$ cat src/rtl/fetch_stage.sv
// Fetch stage: owns the PC and issues one instruction-memory request at a time.
// Returned instructions go to decode through an output register backed by a one-entry skid buffer.
module fetch_stage #(
    parameter int                  ARCH_LEN = 32,
    parameter int                  INST_LEN = 32,
    parameter logic [ARCH_LEN-1:0] RESET_PC = 32'h0000_1000,
    parameter logic [INST_LEN-1:0] NOP_INST = 32'h0000_0013
) (
    input  logic                clk,
    input  logic                rst,
    input  logic                stall_fetch,
    input  logic                redirect_valid,
    input  logic [ARCH_LEN-1:0] redirect_pc,
    output logic                imem_req_valid,
    output logic [ARCH_LEN-1:0] imem_req_addr,
    input  logic                imem_req_ready,
    input  logic                imem_resp_valid,
    input  logic [INST_LEN-1:0] imem_resp_data,
    output logic [INST_LEN-1:0] inst_fetched_out,
    output logic                fetch_valid_out,
    output logic [ARCH_LEN-1:0] fetch_pc_out
);

    typedef enum logic [0:0] {
        S_REQ  = 1'b0,
        S_WAIT = 1'b1
    } fetch_state_t;

    localparam logic [ARCH_LEN-1:0] PC_STEP = ARCH_LEN'(3'd4);

    function automatic logic [ARCH_LEN-1:0] word_align(input logic [ARCH_LEN-1:0] addr);
        return addr & ~ARCH_LEN'(2'b11);
    endfunction

    fetch_state_t        state_r;
    logic [ARCH_LEN-1:0] pc_r;
    logic [ARCH_LEN-1:0] req_pc_r;
    logic                drop_r;

    logic                out_valid_r;
    logic [INST_LEN-1:0] out_inst_r;
    logic [ARCH_LEN-1:0] out_pc_r;
    logic                skid_valid_r;
    logic [INST_LEN-1:0] skid_inst_r;
    logic [ARCH_LEN-1:0] skid_pc_r;

    logic                consume_s;
    logic                handshake_s;
    logic                resp_new_s;

    // A request is only offered while the skid buffer has room for its answer.
    assign imem_req_valid = (state_r == S_REQ) & ~skid_valid_r & ~rst;
    assign imem_req_addr  = pc_r;

    // Per-cycle events; a redirect kills any response landing in the same cycle.
    always_comb begin
        consume_s   = out_valid_r & ~stall_fetch;
        handshake_s = imem_req_valid & imem_req_ready;
        resp_new_s  = (state_r == S_WAIT) & imem_resp_valid & ~drop_r & ~redirect_valid;
    end

    // Request FSM: PC, in-flight request PC and the drop flag for flushed fetches.
    always_ff @(posedge clk or posedge rst) begin
        if (rst) begin
            state_r  <= S_REQ;
            pc_r     <= RESET_PC;
            req_pc_r <= RESET_PC;
            drop_r   <= 1'b0;
        end else if (redirect_valid) begin
            pc_r <= word_align(redirect_pc);
            if ((state_r == S_WAIT) && imem_resp_valid) begin
                drop_r  <= 1'b0;
                state_r <= S_REQ;
            end else if ((state_r == S_WAIT) || handshake_s) begin
                drop_r  <= 1'b1;
                state_r <= S_WAIT;
            end else begin
                drop_r  <= 1'b0;
                state_r <= S_REQ;
            end
        end else begin
            case (state_r)
                S_REQ: begin
                    if (handshake_s) begin
                        req_pc_r <= pc_r;
                        pc_r     <= pc_r + PC_STEP;
                        state_r  <= S_WAIT;
                    end
                end
                S_WAIT: begin
                    if (imem_resp_valid) begin
                        drop_r  <= 1'b0;
                        state_r <= S_REQ;
                    end
                end
                default: begin
                    drop_r  <= 1'b0;
                    state_r <= S_REQ;
                end
            endcase
        end
    end

    // Output register and skid buffer; skid always drains ahead of a new response.
    always_ff @(posedge clk or posedge rst) begin
        if (rst) begin
            out_valid_r  <= 1'b0;
            out_inst_r   <= NOP_INST;
            out_pc_r     <= RESET_PC;
            skid_valid_r <= 1'b0;
            skid_inst_r  <= NOP_INST;
            skid_pc_r    <= RESET_PC;
        end else if (redirect_valid) begin
            out_valid_r  <= 1'b0;
            out_inst_r   <= NOP_INST;
            skid_valid_r <= 1'b0;
        end else if (consume_s) begin
            if (skid_valid_r) begin
                out_valid_r  <= 1'b1;
                out_inst_r   <= skid_inst_r;
                out_pc_r     <= skid_pc_r;
                skid_valid_r <= resp_new_s;
                if (resp_new_s) begin
                    skid_inst_r <= imem_resp_data;
                    skid_pc_r   <= req_pc_r;
                end
            end else if (resp_new_s) begin
                out_valid_r <= 1'b1;
                out_inst_r  <= imem_resp_data;
                out_pc_r    <= req_pc_r;
            end else begin
                out_valid_r <= 1'b0;
                out_inst_r  <= NOP_INST;
            end
        end else if (resp_new_s) begin
            if (out_valid_r) begin
                skid_valid_r <= 1'b1;
                skid_inst_r  <= imem_resp_data;
                skid_pc_r    <= req_pc_r;
            end else begin
                out_valid_r <= 1'b1;
                out_inst_r  <= imem_resp_data;
                out_pc_r    <= req_pc_r;
            end
        end
    end

    assign inst_fetched_out = out_inst_r;
    assign fetch_valid_out  = out_valid_r;
    assign fetch_pc_out     = out_pc_r;

endmodule

$ cat config.mk
export PLATFORM = sky130hd
export DESIGN_NAME = fetch_stage
export DESIGN_NICKNAME = d
export VERILOG_FILES = /design/src/rtl/fetch_stage.sv
export SDC_FILE = /design/constraint.sdc
export NUM_CORES = 1
export LEC_CHECK = 0
export ABC_CLOCK_PERIOD_IN_PS = 9000
export CAP_MARGIN = 30
export CORE_ASPECT_RATIO = 1.1
export CORE_MARGIN = 5
export CORE_UTILIZATION = 40
export DETAILED_ROUTE_END_ITERATION = 6
export SYNTH_ARGS = -nofsm -noshare
export SYNTH_HDL_FRONTEND = slang
export SYNTH_SLANG_ARGS = --single-unit
$ cat constraint.sdc
create_clock -name clk -period 9 [get_ports clk]
set_input_delay 1.8 -clock clk [delete_from_list [all_inputs] [get_ports clk]]
set_output_delay 1.8 -clock clk [all_outputs]
set_load 0.1 [all_outputs]
# == Word-level counts from Yosys, hierarchy flattened ==
# Index checks and enable logic that the tools add are counted.
# classes
n_addsub,1
mul,0
n_div,0
order_cmp,0
eq_ne,4
n_shift,0
mux,42
n_bitwise,13
reduce_logical,17
# ops
cell,n
$mux W32,23
$add A32 B3 Y32 const B,1
$mux W1,18
$reduce_bool A2 Y1,6
$reduce_and A2 Y1,4
$reduce_and A4 Y1,2
$and A1 B1 Y1,7
$not A1 Y1,6
$reduce_bool A3 Y1,2
$ne A2 B2 Y1 const B,2
$ne A3 B2 Y1 const B,1
$reduce_and A3 Y1,1
$ne A2 B1 Y1 const B,1
$pmux W1 S2,1
$logic_and A1 B1 Y1,1
$logic_or A1 B1 Y1,1
# word_totals
register_bits,196
latchBits,0
mem_bits_rw,0
romBits,0
in_bits,70
output_inout_bits,98
wordCells,87
mem_count,0

# == Logic depth before layout (Yosys ltp) ==
# logic_depth
word_depth,8
mapped_depth,7
depth_no_buf,4

# == Worst setup path after synthesis ==
# Ideal clock, no wire load.
# synth_path
path_type,input -> output
start,in rst
end,out imem_req_valid
t_arrival_ps,3827
required_ps,7200
setup_slack_ps,3373
stages,1
path_buffers,0
cell_sequence,nor3_1
# synth_between
elab_chain_cells,2
# synth_rtl
item,line_no,source
from (decl),10,"input logic rst,"
$not A1 Y1,52,assign imem_req_valid = (state_r == S_REQ) & ~skid_valid_r & ~rst;
$and A1 B1 Y1,52,
to (decl),14,"output logic imem_req_valid,"
# No other way between the ends.

# == Final worst setup path ==
# Ends and elaborated chain as after synthesis.

==> impl_metrics.json <==
{
  "cts_tree": "built",
  "cap_violations": 0,
  "gp_congestion": 0.748,
  "drv_slew": 0,
  "hp-start": "inst_fetched_out[4]",
  "antenna_found_initial": 1,
  "max_slew.worst_pin.slew_ns": 1.04,
  "synth_edf_count": 0,
  "wl_mm": 20.1,
  "vias": 5848,
  "start_kind": "input port",
  "dp_hpwl_mm": 13.1,
  "hold_end": "inst_fetched_out[4]",
  "die-area_mm2": 0.0236,
  "grt_max_degree": 132,
  "reg2reg_from": "skid_valid_r",
  "p_leak_nw": 4.97,
  "hold_path.class": "reg2reg",
  "finalSetupTns_ns": 0,
  "netlist_area_mm2": 0.00823,
  "grt_pass1_wl_mm": 33.5,
  "cts.clk_slew.worst_paths_ns": 0.07,
  "relSlewSlack": 0.305,
  "outcome": "finished clean",
  "synthToLayoutAreaGrowth_pct": 29.5,
  "clkLatencyLatePin_ns": 0.43,
  "yosys.area.top_type": "dfrtp_1",
  "final_nets": 885,
  "dpl_cell_area_mm2": 0.0101,
  "stdcell_count": 1082,
  "finalCritPeriodShare": 0.609,
  "drt_iter0_drc": 320,
  "n_antenna_cell": 0,
  "drive_above_1_share": 0.183,
  "cts_hold_buf": 0,
  "clock_sinks": 188,
  "cp_max_fo": 3,
  "num_rows": 55,
  "fin_crit_ns": 5.48,
  "ff2ff_path_depth": 5,
  "final_antenna_net_count": 0,
  "fin_area_mm2": 0.0107,
  "ctsResizeCount": 0,
  "syn_inst": 673,
  "numCtsBuffers": 17,
  "power_w": 0.00283,
  "cellPowerDensity_mw_per_mm2": 265,
  "chipHeight_um": 160,
  "final_common_cell": "dfrtp_1",
  "cts_max_level": 4,
  "vias_per_cell": 5.40,
  "rsz0062_at_grt": "no",
  "cts-root-buf": "clkbuf_16",
  "post_cts_buffers": 0,
  "ys.warnings.count": 0,
  "port_buffers": 161,
  "regToRegSetupSlack_ns": 6.17,
  "yosysSeqAreaShare": 0.573,
  "required_ns": 7.20,
  "ys.flop_type": "dfrtp_1",
  "coreArea_mm2": 0.0204,
  "worstReg2RegEnd": "imem_req_addr[28]",
  "wl_per_cell_um": 18.6,
  "hold_violations": 0,
  "synth_area_per_cell_um2": 12.2,
  "yosys_register_bits": 188,
  "endpoint_kind": "output port",
  "fin_skew_ns": 0.0120,
  "path_class": "in2out",
  "fp.dieW_um": 147,
  "clk_path_buf_depth": 2,
  "vdd_drop_max_mv": 0.226,
  "drc_errors": 0,
  "synthArstFlopShare": 1.00,
  "cp.arrival_ns": 3.68,
  "setup_viol": 0,
  "synth_largest_type_area_fraction": 0.541,
  "initial_core_util": 0.403,
  "grt_pass1_vias": 6239,
  "firstDrtPassIters": 4,
  "grtUsageTotal": 0.175,
  "yosys.cell_types.count": 44,
  "mostFrequentLayoutCells": "dfrtp_1 (178), clkdlybuf4s50_1 (161), mux2_2 (92)",
  "dp_cells": 1050,
  "fmax_ghz": 0.182,
  "ios": 168,
  "hold_path_depth": 2,
  "gr-total-overflow": 0,
  "synthTopCellsByArea": "dfrtp_1 (54%), mux2_2 (13%), mux2i_1 (7.3%), dfstp_2 (3.2%), o2bb2ai_1 (3.1%)"
}
## cell families after synthesis
family                   after synthesis  share of synthesized area
adder cells (fa/ha/maj)                1                    0.00152
AO/OA/AOI/OAI                        118                     0.0965
XOR/XNOR                               7                    0.00745
buffers and inverters                 62                     0.0333
multiplexers                         152                      0.199
AND/OR/NAND/NOR                      144                     0.0889
other                                  1                   0.000456
flip-flops                           188                      0.573
## cells in the mapped netlist (all sizes together) (17+ instances only)
cell	count
a31oi	17
buf	23
clkbuf	28
dfrtp	178
mux2	92
mux2i	60
nand2	60
nand3	17
nor2	21
o21ai	43
o2bb2ai	29
or4	18
## report_power, final
part	internal (W)	switching (W)	total (W)
sequential	0.000991	0.000102	0.00109
clock	0.000388	0.000334	0.000722
combinational	0.000261	0.000753	0.00101
## registers in the layout, indices dropped and copies added, names as in the netlist
name	cells
fetch_pc_out	30
state_r	1
req_pc_r	30
inst_fetched_out	32
skid_inst_r	32
fetch_valid_out	1
imem_req_addr	30
drop_r	1
skid_valid_r	1
skid_pc_r	30
## through the flow
| step | util | setup WS, ns | hold WS (ns) |
|---|---|---|---|
| after CTS | 0.521 | 3.51 | 0.469 |
| after floorplan | - | 2.10 | 0.480 |
| final | 0.522 | 3.52 | 0.468 |
| after detailed placement | 0.493 | 3.51 | 0.456 |
| after global placement | 0.490 | 3.49 | 0.450 |
| after global routing | 0.522 | 3.45 | 0.491 |
## how the worst max path moves through the flow
stage / cells past startpoint / slack, ns / startpoint / to
floorplan: 1 / 2.10 / rst / drop_r
global placement: 3 / 3.49 / rst / imem_req_valid
detailed placement: 3 / 3.51 / rst / imem_req_valid
CTS: 3 / 3.51 / rst / imem_req_valid
global route: 3 / 3.45 / rst / imem_req_valid
finish: 3 / 3.52 / rst / imem_req_valid
## final cells by class
type	count	area [um^2]
clock inverter	13	134
sequential	188	4720
tap	256	320
inverter	11	48.8
fill	1791	9780
multi-input combinational	426	3280
clock buffer	18	429
timing repair buffer	170	1730
## layer usage
layer / vias to the layer above / share of wire / global-route usage
met5: - / 0.00055 / 0
met4: 2 / 0.017 / 0.0552
met3: 28 / 0.043 / 0.0418
met2: 146 / 0.49 / 0.287
met1: 2939 / 0.45 / 0.231
li1: 2733 / - / -
## worst max-delay path, stage by stage
cell and delay [ns]:
clkdlybuf4s50_1 0.54, nor3_1 0.18, clkdlybuf4s50_1 1.16
Note: power is estimated with default switching activity, not from simulation.
